<file path="src/rtl/cpu_pkg.sv">
// Shared constants and types for the hardwired control sequencer:
// opcodes, ALU codes, FSM state encoding and the control-strobe bundle.
package cpu_pkg;

  localparam int unsigned IR_W  = 32;
  localparam int unsigned OPC_W = 5;
  localparam int unsigned ALU_W = 5;
  localparam int unsigned GR_W  = 4;

  localparam logic [OPC_W-1:0] OP_LD   = 5'b00000;
  localparam logic [OPC_W-1:0] OP_LDI  = 5'b00001;
  localparam logic [OPC_W-1:0] OP_ST   = 5'b00010;
  localparam logic [OPC_W-1:0] OP_ADD  = 5'b00011;
  localparam logic [OPC_W-1:0] OP_SUB  = 5'b00100;
  localparam logic [OPC_W-1:0] OP_AND  = 5'b00101;
  localparam logic [OPC_W-1:0] OP_OR   = 5'b00110;
  localparam logic [OPC_W-1:0] OP_ADDI = 5'b01100;
  localparam logic [OPC_W-1:0] OP_ANDI = 5'b01101;
  localparam logic [OPC_W-1:0] OP_ORI  = 5'b01110;
  localparam logic [OPC_W-1:0] OP_JR   = 5'b10100;
  localparam logic [OPC_W-1:0] OP_NOP  = 5'b11010;
  localparam logic [OPC_W-1:0] OP_HALT = 5'b11011;

  localparam logic [ALU_W-1:0] ALU_NOP = 5'h00;
  localparam logic [ALU_W-1:0] ALU_ADD = 5'h03;
  localparam logic [ALU_W-1:0] ALU_SUB = 5'h04;
  localparam logic [ALU_W-1:0] ALU_AND = 5'h05;
  localparam logic [ALU_W-1:0] ALU_OR  = 5'h06;

  // Field mask handed to select-and-encode when a register field is selected
  localparam logic [GR_W-1:0] GR_SEL = 4'hF;

  typedef enum logic [3:0] {
    ST_RST  = 4'd0,
    ST_T0   = 4'd1,
    ST_T1   = 4'd2,
    ST_T2   = 4'd3,
    ST_T3   = 4'd4,
    ST_T4   = 4'd5,
    ST_T5   = 4'd6,
    ST_T6   = 4'd7,
    ST_T7   = 4'd8,
    ST_HALT = 4'd9
  } ctrl_state_t;

  typedef enum logic [3:0] {
    CLS_ALU_RR  = 4'd0,
    CLS_ALU_IMM = 4'd1,
    CLS_LDI     = 4'd2,
    CLS_LD      = 4'd3,
    CLS_ST      = 4'd4,
    CLS_JR      = 4'd5,
    CLS_NOP     = 4'd6,
    CLS_HALT    = 4'd7,
    CLS_ILLEGAL = 4'd8
  } instr_class_t;

  typedef struct packed {
    logic             pc_out;
    logic             zlow_out;
    logic             mdr_out;
    logic             c_out;
    logic             mar_in;
    logic             mdr_in;
    logic             pc_in;
    logic             ir_in;
    logic             y_in;
    logic             z_in;
    logic             inc_pc;
    logic             read;
    logic             write;
    logic [GR_W-1:0]  gra;
    logic [GR_W-1:0]  grb;
    logic [GR_W-1:0]  grc;
    logic             r_in;
    logic             r_out;
    logic             ba_out;
    logic [ALU_W-1:0] alu_op;
  } ctrl_out_t;

endpackage

</file>
<file path="src/rtl/ctrl_opdecode.sv">
// Combinational opcode decode: instruction class and the ALU code used in T4.
module ctrl_opdecode
  import cpu_pkg::*;
(
  input  logic [OPC_W-1:0] opcode,
  output instr_class_t     instr_class_c,
  output logic [ALU_W-1:0] alu_op_c
);

  always_comb begin
    instr_class_c = CLS_ILLEGAL;
    alu_op_c      = ALU_NOP;
    case (opcode)
      OP_ADD:  begin instr_class_c = CLS_ALU_RR;  alu_op_c = ALU_ADD; end
      OP_SUB:  begin instr_class_c = CLS_ALU_RR;  alu_op_c = ALU_SUB; end
      OP_AND:  begin instr_class_c = CLS_ALU_RR;  alu_op_c = ALU_AND; end
      OP_OR:   begin instr_class_c = CLS_ALU_RR;  alu_op_c = ALU_OR;  end
      OP_ADDI: begin instr_class_c = CLS_ALU_IMM; alu_op_c = ALU_ADD; end
      OP_ANDI: begin instr_class_c = CLS_ALU_IMM; alu_op_c = ALU_AND; end
      OP_ORI:  begin instr_class_c = CLS_ALU_IMM; alu_op_c = ALU_OR;  end
      // Address generation for loads/stores is base + constant
      OP_LDI:  begin instr_class_c = CLS_LDI;     alu_op_c = ALU_ADD; end
      OP_LD:   begin instr_class_c = CLS_LD;      alu_op_c = ALU_ADD; end
      OP_ST:   begin instr_class_c = CLS_ST;      alu_op_c = ALU_ADD; end
      OP_JR:   instr_class_c = CLS_JR;
      OP_NOP:  instr_class_c = CLS_NOP;
      OP_HALT: instr_class_c = CLS_HALT;
      default: instr_class_c = CLS_ILLEGAL;
    endcase
  end

endmodule

</file>
<file path="src/rtl/control_sequencer.sv">
// Hardwired Moore control unit: fetch/decode/execute sequencing with memory handshake.
// Define ILLEGAL_OP_TRAP_EN to trap undefined opcodes into HALT with a sticky illegal flag.
module control_sequencer
  import cpu_pkg::*;
(
  input  logic             clk,
  input  logic             reset_n,
  input  logic [IR_W-1:0]  ir,
  input  logic             mem_ack,
  output logic             pc_out,
  output logic             zlow_out,
  output logic             mdr_out,
  output logic             c_out,
  output logic             mar_in,
  output logic             mdr_in,
  output logic             pc_in,
  output logic             ir_in,
  output logic             y_in,
  output logic             z_in,
  output logic             inc_pc,
  output logic             read,
  output logic             write,
  output logic [GR_W-1:0]  gra,
  output logic [GR_W-1:0]  grb,
  output logic [GR_W-1:0]  grc,
  output logic             r_in,
  output logic             r_out,
  output logic             ba_out,
  output logic [ALU_W-1:0] alu_op,
  output logic             run,
  output logic             illegal
);

  ctrl_state_t      state_q, state_d;
  instr_class_t     instr_class_c;
  logic [ALU_W-1:0] dec_alu_op_c;
  ctrl_out_t        ctrl_c;
  logic             run_c;
  logic             unused_ir;

  // Only the opcode field steers sequencing; operand fields go to select-and-encode
  assign unused_ir = ^ir[IR_W-OPC_W-1:0];

  ctrl_opdecode u_opdecode (
    .opcode        (ir[IR_W-1 -: OPC_W]),
    .instr_class_c (instr_class_c),
    .alu_op_c      (dec_alu_op_c)
  );

  always_ff @(posedge clk or negedge reset_n) begin
    if (!reset_n) state_q <= ST_RST;
    else          state_q <= state_d;
  end

  // Next-state: wait states hold until mem_ack is sampled high
  always_comb begin
    state_d = state_q;
    case (state_q)
      ST_RST:  state_d = ST_T0;
      ST_T0:   state_d = ST_T1;
      ST_T1:   if (mem_ack) state_d = ST_T2;
      ST_T2:   state_d = ST_T3;
      ST_T3: begin
        case (instr_class_c)
          CLS_ALU_RR, CLS_ALU_IMM, CLS_LDI, CLS_LD, CLS_ST: state_d = ST_T4;
          CLS_HALT:    state_d = ST_HALT;
`ifdef ILLEGAL_OP_TRAP_EN
          CLS_ILLEGAL: state_d = ST_HALT;
`else
          CLS_ILLEGAL: state_d = ST_T0;
`endif
          default:     state_d = ST_T0;
        endcase
      end
      ST_T4:   state_d = ST_T5;
      ST_T5:   state_d = (instr_class_c == CLS_LD || instr_class_c == CLS_ST) ? ST_T6 : ST_T0;
      ST_T6: begin
        if (instr_class_c == CLS_ST)      state_d = ST_T7;
        else if (instr_class_c != CLS_LD) state_d = ST_T0;
        else if (mem_ack)                 state_d = ST_T7;
      end
      ST_T7: begin
        if (instr_class_c != CLS_ST || mem_ack) state_d = ST_T0;
      end
      ST_HALT: state_d = ST_HALT;
      default: state_d = ST_RST;
    endcase
  end

`ifdef ILLEGAL_OP_TRAP_EN
  logic illegal_q, illegal_d;

  always_comb begin
    illegal_d = illegal_q | (state_q == ST_T3 && instr_class_c == CLS_ILLEGAL);
  end

  always_ff @(posedge clk or negedge reset_n) begin
    if (!reset_n) illegal_q <= 1'b0;
    else          illegal_q <= illegal_d;
  end

  assign illegal = illegal_q;
`else
  assign illegal = 1'b0;
`endif

  // Moore output decode from state and instruction class
  always_comb begin
    ctrl_c        = '0;
    ctrl_c.alu_op = ALU_NOP;
    run_c         = 1'b0;
    case (state_q)
      ST_T0: begin
        run_c = 1'b1;
        ctrl_c.pc_out = 1'b1; ctrl_c.mar_in = 1'b1; ctrl_c.inc_pc = 1'b1; ctrl_c.z_in = 1'b1;
      end
      ST_T1: begin
        run_c = 1'b1;
        ctrl_c.zlow_out = 1'b1; ctrl_c.pc_in = 1'b1; ctrl_c.read = 1'b1; ctrl_c.mdr_in = 1'b1;
      end
      ST_T2: begin
        run_c = 1'b1;
        ctrl_c.mdr_out = 1'b1; ctrl_c.ir_in = 1'b1;
      end
      ST_T3: begin
        run_c = 1'b1;
        case (instr_class_c)
          CLS_ALU_RR, CLS_ALU_IMM: begin
            ctrl_c.grb = GR_SEL; ctrl_c.r_out = 1'b1; ctrl_c.y_in = 1'b1;
          end
          CLS_LDI, CLS_LD, CLS_ST: begin
            ctrl_c.grb = GR_SEL; ctrl_c.ba_out = 1'b1; ctrl_c.y_in = 1'b1;
          end
          CLS_JR: begin
            ctrl_c.gra = GR_SEL; ctrl_c.r_out = 1'b1; ctrl_c.pc_in = 1'b1;
          end
          default: ;
        endcase
      end
      ST_T4: begin
        run_c = 1'b1;
        ctrl_c.z_in   = 1'b1;
        ctrl_c.alu_op = dec_alu_op_c;
        if (instr_class_c == CLS_ALU_RR) begin
          ctrl_c.grc = GR_SEL; ctrl_c.r_out = 1'b1;
        end else begin
          ctrl_c.c_out = 1'b1;
        end
      end
      ST_T5: begin
        run_c = 1'b1;
        ctrl_c.zlow_out = 1'b1;
        if (instr_class_c == CLS_LD || instr_class_c == CLS_ST) begin
          ctrl_c.mar_in = 1'b1;
        end else begin
          ctrl_c.gra = GR_SEL; ctrl_c.r_in = 1'b1;
        end
      end
      ST_T6: begin
        run_c = 1'b1;
        ctrl_c.mdr_in = 1'b1;
        if (instr_class_c == CLS_ST) begin
          ctrl_c.gra = GR_SEL; ctrl_c.r_out = 1'b1;
        end else begin
          ctrl_c.read = 1'b1;
        end
      end
      ST_T7: begin
        run_c = 1'b1;
        if (instr_class_c == CLS_ST) begin
          ctrl_c.write = 1'b1;
        end else begin
          ctrl_c.mdr_out = 1'b1; ctrl_c.gra = GR_SEL; ctrl_c.r_in = 1'b1;
        end
      end
      default: ;
    endcase
  end

  assign pc_out   = ctrl_c.pc_out;
  assign zlow_out = ctrl_c.zlow_out;
  assign mdr_out  = ctrl_c.mdr_out;
  assign c_out    = ctrl_c.c_out;
  assign mar_in   = ctrl_c.mar_in;
  assign mdr_in   = ctrl_c.mdr_in;
  assign pc_in    = ctrl_c.pc_in;
  assign ir_in    = ctrl_c.ir_in;
  assign y_in     = ctrl_c.y_in;
  assign z_in     = ctrl_c.z_in;
  assign inc_pc   = ctrl_c.inc_pc;
  assign read     = ctrl_c.read;
  assign write    = ctrl_c.write;
  assign gra      = ctrl_c.gra;
  assign grb      = ctrl_c.grb;
  assign grc      = ctrl_c.grc;
  assign r_in     = ctrl_c.r_in;
  assign r_out    = ctrl_c.r_out;
  assign ba_out   = ctrl_c.ba_out;
  assign alu_op   = ctrl_c.alu_op;
  assign run      = run_c;

endmodule

</file>
<file path="config.mk">
export PLATFORM = sky130hd
export DESIGN_NAME = control_sequencer
export DESIGN_NICKNAME = d
export VERILOG_FILES = /design/src/rtl/cpu_pkg.sv /design/src/rtl/ctrl_opdecode.sv /design/src/rtl/control_sequencer.sv
export SDC_FILE = /design/constraint.sdc
export NUM_CORES = 1
export LEC_CHECK = 0
export ABC_AREA = 1
export CORE_MARGIN = 1.5
export CORE_UTILIZATION = 29
export CTS_CLUSTER_DIAMETER = 200
export DETAILED_ROUTE_END_ITERATION = 7
export PLACE_DENSITY_LB_ADDON = 0.05
export SKIP_CTS_REPAIR_TIMING = 1
export SKIP_LAST_GASP = 1
export SYNTH_ARGS = -nofsm -noshare
export SYNTH_HDL_FRONTEND = slang
export SYNTH_SLANG_ARGS = --single-unit
</file>
<file path="constraint.sdc">
create_clock -name clk -period 1.5 [get_ports clk]
set_clock_uncertainty 0.1 [all_clocks]
set_input_delay 0.15 -clock clk [delete_from_list [all_inputs] [get_ports clk]]
set_output_delay 0.15 -clock clk [all_outputs]
set_load 0.005 [all_outputs]
</file>
==> flow_summary.yaml, run 1 <==
setup_path:
  crit_path_max_incr_delay_ns: 0.42
  cp_top_family: "buffers and inverters"
  cp-start-kind: "flop"
  rr_endpoint: "state_q[2]"
  endpoint: "gra[3]"
  critPathBufInv: 4
  reg2reg_depth: 9
  crit_arrival_ns: 1.56
  crit_chain: "inv_2 -> nand2_4 -> nor2_4 -> buf_6 -> nand4_1 -> buf_4 -> o2111ai_4 -> clkbuf_2"
  path_max_fanout: 4
  slowest_stage: "dfrtp_1"
  r2r-start: "state_q[2]"
  required_ns: 1.25
  cp-startpoint: "state_q[1]"
  cp.depth: 8
  cp-end-kind: "output pin"
  r2r_slack_ns: -0.07
  path_class: "reg -> out"
job:
  max_cap_viol_count: 0
timing:
  setup_viol: 31
  hold_viol_final: 0
  finalCritPeriodShare: 1.21
  rsz0062_at_grt: "true"
  clock.fmax_ghz: 0.552
  slew_viol_final: 0
  fin_ws_ns: -0.311
  finalCriticalPeriod_ns: 1.81
  finalHoldWorstSlack_ns: 0.00342
drt:
  dr.pass1.iters: 4
  wl_um: 3390
  drt-wirelength-per-cell_um: 12.5
  drt_iter0_markers: 40
  ant_nets: 0
  via_per_inst: 4.73
  drc_errors: 0
  dr_total_vias: 1277
floorplan:
  fp-row-count: 19
  die_area_um2: 3210
  io_pins: 70
  die_w_um: 56.7
  die_h_um: 56.7
  start_util: 0.306
  core-area_um2: 2730
cts:
  cts_tree: "yes"
  insertion_delay_ns: 0.25
  clk_pin_slew_ns: 0.04
  htreeDepth: 1
  numCtsBuffers: 3
  root_buffer: "clkbuf_4"
  clock-sinks: 4
  cts_max_path_buffers: 2
cells_and_area:
  final_common_cell: "buf_4"
  areaGrowthSynthToFinish_pct: 110
  layout_common_cells: "buf_4 (48), nand2_1 (32), nor2_1 (15), clkbuf_2 (15), dlymetal6s2s_1 (13)"
  diodes: 0
  final_util: 0.641
  largestRegisters: "state_q (4)"
  largest-register: "state_q"
  largest_register_ff_count: 4
  fin_nets: 276
  drive_gt1_frac: 0.590
yosys:
  syn_area_um2: 836
  synth_top_area_cell: "nand2_1"
  synthTopCellsByArea: "nand2_1 (18%), buf_4 (13%), nor2_1 (12%)"
  syn_avg_cell_area_um2: 5.50
  synth_top_area_frac: 0.184
  yosysSeqAreaShare: 0.120
  yosysWarnings: 0
  synth_cell_types: 24
  synth-seq-cells: 4
  synthCells: 152
power_and_ir_drop:
  vdd_drop_max_mv: 1.42
  p_per_area_nw_per_um2: 1120
  p_leak_nw: 1.08
outcome:
  violations: "negative setup slack"
  status: "finished, violations left"
global_route:
  grt_pass1_wl_um: 4670
  grt_max_degree: 10
  grt_overflow: 0
  antenna_found_initial: 0
  grt_pass1_vias: 1140
  grtUsageTotal: 0.179
placed_design:
  portBuffers: 39
  gp_congestion: 0.858
  place.detailed.hpwl_um: 2330
hold_path:
  min_path_type: "in -> async"
[power by group]
group	switching (mW)	total (mW)	internal, mW	leakage [nW]
Sequential	0.0487	0.201	0.152	0.0497
Clock	0.0538	0.144	0.0901	0.0138
Combinational	0.799	1.62	0.820	1.01
Total	0.902	1.96	1.06	1.08
[how the worst min path moves through the flow]
stage                     startpoint    endpoint  depth (start not counted)  slack, ns
after CTS                    reset_n  state_q[3]                          1       0.02
final                        reset_n  state_q[0]                          1      0.003
after detailed placement     reset_n  state_q[0]                          1       0.27
after global placement       reset_n  state_q[0]                          1       0.26
after global routing         reset_n  state_q[3]                          1       0.01
after floorplan              reset_n  state_q[0]                          0      -0.25
[synthesized netlist by cell type]
cell / number
nor2_1: 27
nand4_1: 3
o21ai_0: 2
conb_1: 1
nand2_1: 41
nor2_2: 4
buf_4: 14
dfrtp_1: 4
nand3_2: 2
o2111ai_1: 1
o21ai_1: 3
nand3_1: 12
nand2_2: 1
xor2_1: 1
nor2_4: 3
a21oi_1: 3
a211oi_1: 1
o21bai_1: 1
inv_1: 13
nand3_4: 1
nand2_4: 1
nor3_1: 4
nand3b_1: 1
inv_2: 8
[cell families (layout without fill, tap and decap cells)]
group / Yosys count / after routing / share of synthesized area
other: 1 / 3 / 0.00449
flip-flops: 4 / 4 / 0.120
AO/OA/AOI/OAI: 11 / 11 / 0.0763
AND/OR/NAND/NOR: 100 / 101 / 0.569
buffers and inverters: 35 / 119 / 0.220
XOR/XNOR: 1 / 1 / 0.0105
[stage by stage]
| step | setup slack [ns] | setup TNS (ns) | power (mW) | area, um^2 | instances |
|---|---|---|---|---|---|
| 4_1_cts | -0.731 | -18.33 | 1.66 | 1500 | 254 |
| 3_5_place_dp | -0.728 | -17.22 | 1.52 | 1480 | 251 |
| 6_report | -0.311 | -4.78 | 1.96 | 1750 | 270 |
| 3_3_place_gp | -0.678 | -16.78 | 1.51 | 1480 | 251 |
| 5_1_grt | -0.381 | -7.15 | 2.12 | 1750 | 270 |
| 2_1_floorplan | 0.0462 | 0 | 0.738 | 850 | 154 |
[final cells by class]
type	instances	area (um^2)
Timing Repair Buffer	95	772
Fill cell	251	981
Tap cell	31	38.8
Clock buffer	3	22.5
Sequential cell	4	101
Multi-Input combinational cell	116	739
Inverter	21	78.8
[layer usage]
metal / wire [um] / GRT usage
met5: 0 / 0
met4: 16 / 0.0204
met3: 216 / 0.0300
met2: 1710 / 0.312
met1: 1440 / 0.236
(Power assumes the default switching activity.)
==> inputs of run 2 (changes only) <==
CORE_UTILIZATION = 32   (was 29)
clock period = 1.99 ns   (was 1.5 ns; I/O delays follow)
==> flow_summary.yaml, run 2 (same netlist as run 1, synthesis figures left out) <==
timing:
  clock.fmax_ghz: 0.480
  hold_viol_final: 0
  finalCriticalPeriod_ns: 2.08
  setup_viol: 11
  slew_viol_final: 0
  fin_ws_ns: -0.0913
  finalCritPeriodShare: 1.05
  rsz0062_at_grt: "true"
drt:
  dr.pass1.iters: 4
  dr_total_vias: 1153
  ant_nets: 0
  drt-wirelength-per-cell_um: 10.7
  drc_errors: 0
  via_per_inst: 4.65
  drt_iter0_markers: 14
  wl_um: 2650
setup_path:
  path_max_fanout: 3
  slowest_stage: "clkdlybuf4s50_1"
  path_class: "reg -> out"
  crit_chain: "inv_1 -> nand2_2 -> nor2_4 -> nand4_1 -> buf_4 -> nand2_1 -> clkdlybuf4s50_1"
  crit_arrival_ns: 1.78
  crit_path_max_incr_delay_ns: 0.50
  required_ns: 1.69
  cp-end-kind: "output pin"
  cp-start-kind: "flop"
cells_and_area:
  largest_register_ff_count: 4
  fillCellCount: 241
  largest-register: "state_q"
  layout_common_cells: "nand2_1 (38), buf_4 (35), nor2_1 (22)"
  areaGrowthSynthToFinish_pct: 88.0
  final_common_cell: "nand2_1"
  fin_nets: 255
  drive_gt1_frac: 0.335
  diodes: 0
  final_util: 0.634
  largestRegisters: "state_q (4)"
global_route:
  antenna_found_initial: 0
  grtUsageTotal: 0.184
  grt_pass1_vias: 980
  grt_max_degree: 10
  grt_overflow: 0
  grt_pass1_wl_um: 4080
outcome:
  violations: "negative setup slack"
  status: "finished, violations left"
floorplan:
  die_h_um: 54.1
  die_w_um: 54.1
  io_pins: 70
  core-area_um2: 2480
  die_area_um2: 2930
  start_util: 0.337
  fp-row-count: 18
power_and_ir_drop:
  p_leak_nw: 1.03
  power_mw: 1.22
  vdd_drop_max_mv: 0.795
  p_per_area_nw_per_um2: 777
placed_design:
  place.detailed.hpwl_um: 2150
  place_ws_ns: -0.362
  portBuffers: 39
  gp_congestion: 0.824
cts:
  clk_pin_slew_ns: 0.04
  cts_max_path_buffers: 2
  htreeDepth: 1
  root_buffer: "clkbuf_4"
  clock-sinks: 4
  insertion_delay_ns: 0.23
  cts_tree: "yes"
  numCtsBuffers: 3
hold_path:
  min_path_type: "in -> async"
job:
  max_cap_viol_count: 0
## run 2: cell count changes in the layout (fill, tap and decap cells not counted), moves of 6 or more
cell | previous run | this run
buf_6 | 11 | 1
nor2_1 | 15 | 22
buf_2 | 6 | 0
buf_4 | 48 | 35
nand2_1 | 32 | 38
clkdlybuf4s50_1 | 2 | 21
clkbuf_2 | 15 | 0
## run 2: power by group
part	total [mW]	internal [mW]	switching [mW]	leakage [nW]
clock	0.0972	0.0673	0.0300	0.0138
combinational	0.983	0.522	0.462	0.965
sequential	0.141	0.115	0.0258	0.0497
total	1.22	0.704	0.518	1.03
## run 2: final cells by class
type,count,area [um^2],area share
clock buffers,3,22.5,0.0143
inverters,21,81.3,0.0518
multi-input cells,115,619,0.394
flip-flops and latches,4,101,0.0645
well taps,30,37.5,0.0239
repair buffers,75,709,0.451
## run 2: metal layers
layer | share of wire | global-route usage
met5 | 0 | 0
met3 | 0.070 | 0.0278
met4 | 0 | 0
met2 | 0.45 | 0.297
met1 | 0.48 | 0.274
## run 2: per-stage QoR
step | setup TNS, ns | std cells | hold WS (ns) | cell area (um^2)
floorplan | 0 | 154 | -0.197 | 843
global placement | -5.54 | 241 | 0.306 | 1410
detailed placement | -6.60 | 241 | 0.313 | 1410
CTS | -6.87 | 244 | 0.0671 | 1430
global route | -1.72 | 248 | 0.0771 | 1570
finish | -0.298 | 248 | 0.0698 | 1570
## run 2: critical path, delay by kind of cell, from the launching register on
family | cells | cell delay (ns)
buf+inv | 3 | 0.76
flops | 1 | 0.37
simple gates | 4 | 0.43
## run 2: worst paths after layout
kind                             from    endpoint  slack [ns]  cells past startpoint
setup / recovery           state_q[1]       pc_in       -0.09                      7
hold / removal                reset_n  state_q[3]        0.07                      1
setup reg to reg           state_q[3]  state_q[0]        0.49                      9
hold reg to reg            state_q[1]  state_q[1]        0.50                      3
max in group asynchronous     reset_n  state_q[2]        1.54                      1
min in group clk               ir[29]  state_q[3]        0.48                      6
==> RTL edit 1: new RTL, settings of run 2 <==
Set the package constant `ALU_W` to 7 (it was 5).
--- a/src/rtl/cpu_pkg.sv
+++ b/src/rtl/cpu_pkg.sv
@@ -5,5 +5,5 @@
   localparam int unsigned IR_W  = 32;
   localparam int unsigned OPC_W = 5;
-  localparam int unsigned ALU_W = 5;
+  localparam int unsigned ALU_W = 7;
   localparam int unsigned GR_W  = 4;
 
Interface: changed (resized alu_op); port bits go from 70 to 72. No check against the original RTL was run, so the function may have changed too.
==> RTL edit 1 against run 2 <==
- the run still ends with setup timing left
- worst setup slack better by 0.048 ns
- register-to-register slack worse by 0.07 ns
- routed wire length up 5.9%
- combinational power shrank 2%
- total power decreased by 0.62%
- sequential cell count is the same
- hold slack lost 0.0080 ns
- cell area grew 6.9%
- fmax increased by 2.3%
- synthesized cell count grew 1.3%
- area after synthesis increased by 1.8%
- critical path type unchanged
==> RTL edit 1: results <==
logic_synthesis:
  ys_top_cells_by_area: "nand2_1 18%, buf_4 14%, nor2_1 12%"
  ys_types: 24
  post_synth_most_frequent_cells: "41 x nand2_1, 27 x nor2_1, 16 x buf_4, 13 x inv_1, 12 x nand3_1"
  yosysWarnings: 0
  ys_seq_area_frac: 0.118
  async_flop_share: 1.00
  yosys_most_used_dff: "dfrtp_1"
global_route:
  grt_usage: 0.182
  grt_pass1_wl_um: 4050
  antenna_found_initial: 0
  grt_pass1_vias: 1010
  grt_max_degree: 9
placed_design:
  hpwl_um: 2200
  io_buffers: 39
  gp_congestion: 0.887
  postPlaceCellArea_um2: 1450
detailed_routing:
  firstDrtPassIters: 4
  drtIter0Drc: 18
  post_drt_via_cell_ratio: 4.59
  drt-total-wl_um: 2800
timing:
  hold_slack_ns: 0.0617
  fin_ws_ns: -0.0437
  drv_slew: 0
  setup_viol: 3
  setup_tns_ns: -0.0583
power:
  ir_drop_uv: 935
  p_leak_nw: 1.28
layout:
  finalNetCount: 263
  largestRegisters: "state_q x4"
  antenna_cells: 0
  n_fill_cell: 204
  drive_above_1_share: 0.372
clock_network:
  root_buffer: "clkbuf_4"
  cts.htree.levels: 1
  clk_pin_slew_ns: 0.04
  clk_latency_ns: 0.24
  clockBufferDepth: 2
  cts_buffers: 3
worst_setup_path:
  critPathSlowestCell: "clkdlybuf4s50_1"
  critPathArrivalTime_ns: 1.73
  critPathMaxFanout: 4
  crit_family: "buffers and inverters"
  cp-start-kind: "flop"
  ff2ff_setup_slack_ns: 0.42
  critPathMaxStageDelay_ns: 0.49
run_status:
  outcome: "finished with violations"
  violations: "setup timing"
min_path:
  hp-class: "input pin to asynchronous set/reset pin"
## RTL edit 1: cell types whose count changed in the layout (fill, tap and decap cells not counted), moves of 2 or more
cell | run 2 | this run
nor3_1 | 4 | 2
inv_2 | 8 | 10
conb_1 | 3 | 5
clkdlybuf4s50_1 | 21 | 8
buf_4 | 35 | 41
nand3_1 | 10 | 12
nand2_2 | 4 | 6
dlymetal6s2s_1 | 18 | 31
nand2_1 | 38 | 35
nand3_2 | 4 | 2
## RTL edit 1: final timing paths
check,startpoint,cells past startpoint,end
min in group clk,ir[31],6,state_q[3]
max in group asynchronous,reset_n,1,state_q[2]
worst max-delay path,state_q[1],5,run
worst min register to register,state_q[0],3,state_q[2]
worst max register to register,state_q[3],10,state_q[0]
worst min-delay path,reset_n,1,state_q[3]
## RTL edit 1: cell families after synthesis
family                    count (synthesis)  share of synthesized area
xor gates and xnor gates                  1                     0.0103
and+or+nand+nor                         100                      0.559
AOI/OAI and AO/OA                        11                     0.0750
buffers and inverters                    37                      0.234
other                                     1                    0.00441
DFF                                       4                      0.118
## RTL edit 1: layout make-up
cell class / instances / area share
timing repair buffer: 81 / 0.468
multi-input combinational: 117 / 0.389
sequential: 4 / 0.0603
inverter: 21 / 0.0469
tap: 30 / 0.0223
clock buffer: 3 / 0.0134
## RTL edit 1: stage by stage
stage	std cells	setup slack (ns)	utilization
after floorplan	158	0.408	-
final	256	-0.0437	0.672
after global placement	248	-0.290	0.581
after global routing	256	-0.140	0.672
after CTS	251	-0.363	0.590
after detailed placement	248	-0.356	0.581
## RTL edit 1: routing by layer
| layer | track usage | up-vias | share of wire |
|---|---|---|---|
| li1 | - | 611 | - |
| met1 | 0.262 | 520 | 0.46 |
| met2 | 0.291 | 43 | 0.47 |
| met3 | 0.0328 | 2 | 0.065 |
| met4 | 0.0125 | 0 | 0.0054 |
| met5 | 0 | - | 0 |
## RTL edit 1: power breakdown
part / switching, mW / total [mW] / internal (mW)
Sequential: 0.0326 / 0.148 / 0.115
Combinational: 0.468 / 0.966 / 0.498
Clock: 0.0330 / 0.100 / 0.0674
==> RTL edit 2: new RTL, flow settings as in run 2 <==
Made on the original files. Re-encode `ctrl_state_t` (10 states) as Gray code, 4 bits wide.
--- a/src/rtl/cpu_pkg.sv
+++ b/src/rtl/cpu_pkg.sv
@@ -32,14 +32,14 @@
 
   typedef enum logic [3:0] {
-    ST_RST  = 4'd0,
-    ST_T0   = 4'd1,
-    ST_T1   = 4'd2,
-    ST_T2   = 4'd3,
-    ST_T3   = 4'd4,
-    ST_T4   = 4'd5,
-    ST_T5   = 4'd6,
-    ST_T6   = 4'd7,
-    ST_T7   = 4'd8,
-    ST_HALT = 4'd9
+    ST_RST  = 4'b0000,
+    ST_T0   = 4'b0001,
+    ST_T1   = 4'b0011,
+    ST_T2   = 4'b0010,
+    ST_T3   = 4'b0110,
+    ST_T4   = 4'b0111,
+    ST_T5   = 4'b0101,
+    ST_T6   = 4'b0100,
+    ST_T7   = 4'b1100,
+    ST_HALT = 4'b1101
   } ctrl_state_t;
 
Check against the original RTL: no difference found for any inputs over 10 cycles, from zero or initial values and one cycle with reset_n low; not proved beyond that.
==> RTL edit 2 against run 2 <==
- the run still ends with setup timing left
- cell area fell by 4.5%
- sequential cell count did not move
- synthesized cell count fell by 5.9%
- hold slack got worse by 0.0030 ns
- register-to-register slack got worse by 0.04 ns
- total power rose by 7.5%
- area after synthesis fell by 1.6%
- routed wire length fell by 3.1%
- worst setup slack got worse by 0.018 ns
- largest cell class unchanged
- largest power group unchanged
==> RTL edit 2: results <==
run_status:
  outcome: "finished with violations"
  violations: "setup timing"
global_route:
  grt_util_met3: 0.0250
  gr-usage-met1: 0.224
  grt_usage: 0.172
  grt_pass1_vias: 906
  met2_usage: 0.315
  grt_max_degree: 8
  grt_pass1_wl_um: 3800
  antenna_found_initial: 0
worst_setup_path:
  r2r_end: "state_q[2]"
  critPathSlowestCell: "clkdlybuf4s50_1"
  critPathMaxStageDelay_ns: 0.49
  critPathArrivalTime_ns: 1.80
  ff2ff_setup_slack_ns: 0.45
  reg2reg_from: "state_q[3]"
  crit_family: "buffers and inverters"
  reg2reg_depth: 10
  critPathMaxFanout: 6
timing:
  hold_slack_ns: 0.0667
  setup_viol: 11
  fin_ws_ns: -0.109
detailed_routing:
  dr_total_vias: 1051
  firstDrtPassIters: 4
  drt-total-wl_um: 2560
  drtIter0Drc: 20
  wire_per_inst_um: 11.0
placed_design:
  postPlaceCellArea_um2: 1300
  dp.cells: 220
  io_buffers: 39
  gp_congestion: 0.813
  hpwl_um: 2010
logic_synthesis:
  ys_top_cells_by_area: "nand2_1 18%, buf_4 13%, dfrtp_1 12%"
  yosys_most_used_dff: "dfrtp_1"
  syn-instance-count: 143
  post_synth_most_frequent_cells: "39 x nand2_1, 16 x inv_1, 14 x buf_4, 14 x nor2_1, 10 x nand3_1"
  ys_seq_area_frac: 0.122
  async_flop_share: 1.00
layout:
  finalNetCount: 239
  drive_above_1_share: 0.371
  largestRegisters: "state_q x4"
power:
  seqPwrFrac: 0.136
  p_comb_frac: 0.789
  p_switching_uw: 573
  pg_comb_mw: 1.04
  ir_drop_uv: 690
  p_leak_nw: 1.06
clock_network:
  clockBufferDepth: 2
  cts.htree.levels: 1
  clk_pin_slew_ns: 0.04
  clk_latency_ns: 0.23
min_path:
  hp-class: "input pin to asynchronous set/reset pin"
==> RTL edit 2: kinds of logic after synthesis <==
| group | count (synthesis) | synth area share |
|---|---|---|
| AND/OR/NAND/NOR | 91 | 0.571 |
| other | 1 | 0.00456 |
| flip-flops | 4 | 0.122 |
| buffers and inverters | 38 | 0.237 |
| AO/OA/AOI/OAI | 9 | 0.0655 |
==> RTL edit 2: worst reg2reg max path, stage by stage, from the launching register on <==
cell     delay, ns
dfrtp_1       0.38
inv_2         0.08
buf_4         0.12
nand2_4       0.07
nor3_4        0.21
buf_4         0.13
nand2_1       0.06
nand2_1       0.07
nor2_1        0.04
nand2_2       0.08
nand3_2       0.07
==> RTL edit 2: metal layers <==
metal,vias to the layer above,part of all wire
met5,-,0
met4,0,0
met3,0,0.024
met2,20,0.54
met1,482,0.44
li1,549,-
==> RTL edit 2: final cells by class <==
class / instances / area, µm²
inverters: 24 / 92.6
well taps: 30 / 37.5
multi-input cells: 103 / 582
clock buffers: 3 / 22.5
fillers: 237 / 955
repair buffers: 68 / 663
flip-flops and latches: 4 / 103
==> RTL edit 2: stage by stage <==
step / setup TNS [ns] / setup WS, ns / utilization
2_1_floorplan: 0 / 0.496 / -
3_3_place_gp: -5.19 / -0.264 / 0.531
3_5_place_dp: -5.81 / -0.311 / 0.531
4_1_cts: -6.39 / -0.316 / 0.540
5_1_grt: -2.22 / -0.227 / 0.611
6_report: -0.847 / -0.109 / 0.611
==> RTL edit 2: how the worst max path moves through the flow <==
stage | slack [ns] | endpoint | from
final | -0.11 | r_in | state_q[0]
after global routing | -0.23 | mdr_out | state_q[0]
after CTS | -0.32 | grc[0] | ir[29]
after detailed placement | -0.31 | grc[0] | ir[29]
after global placement | -0.26 | grc[2] | ir[29]
after floorplan | 0.50 | grb[0] | state_q[3]
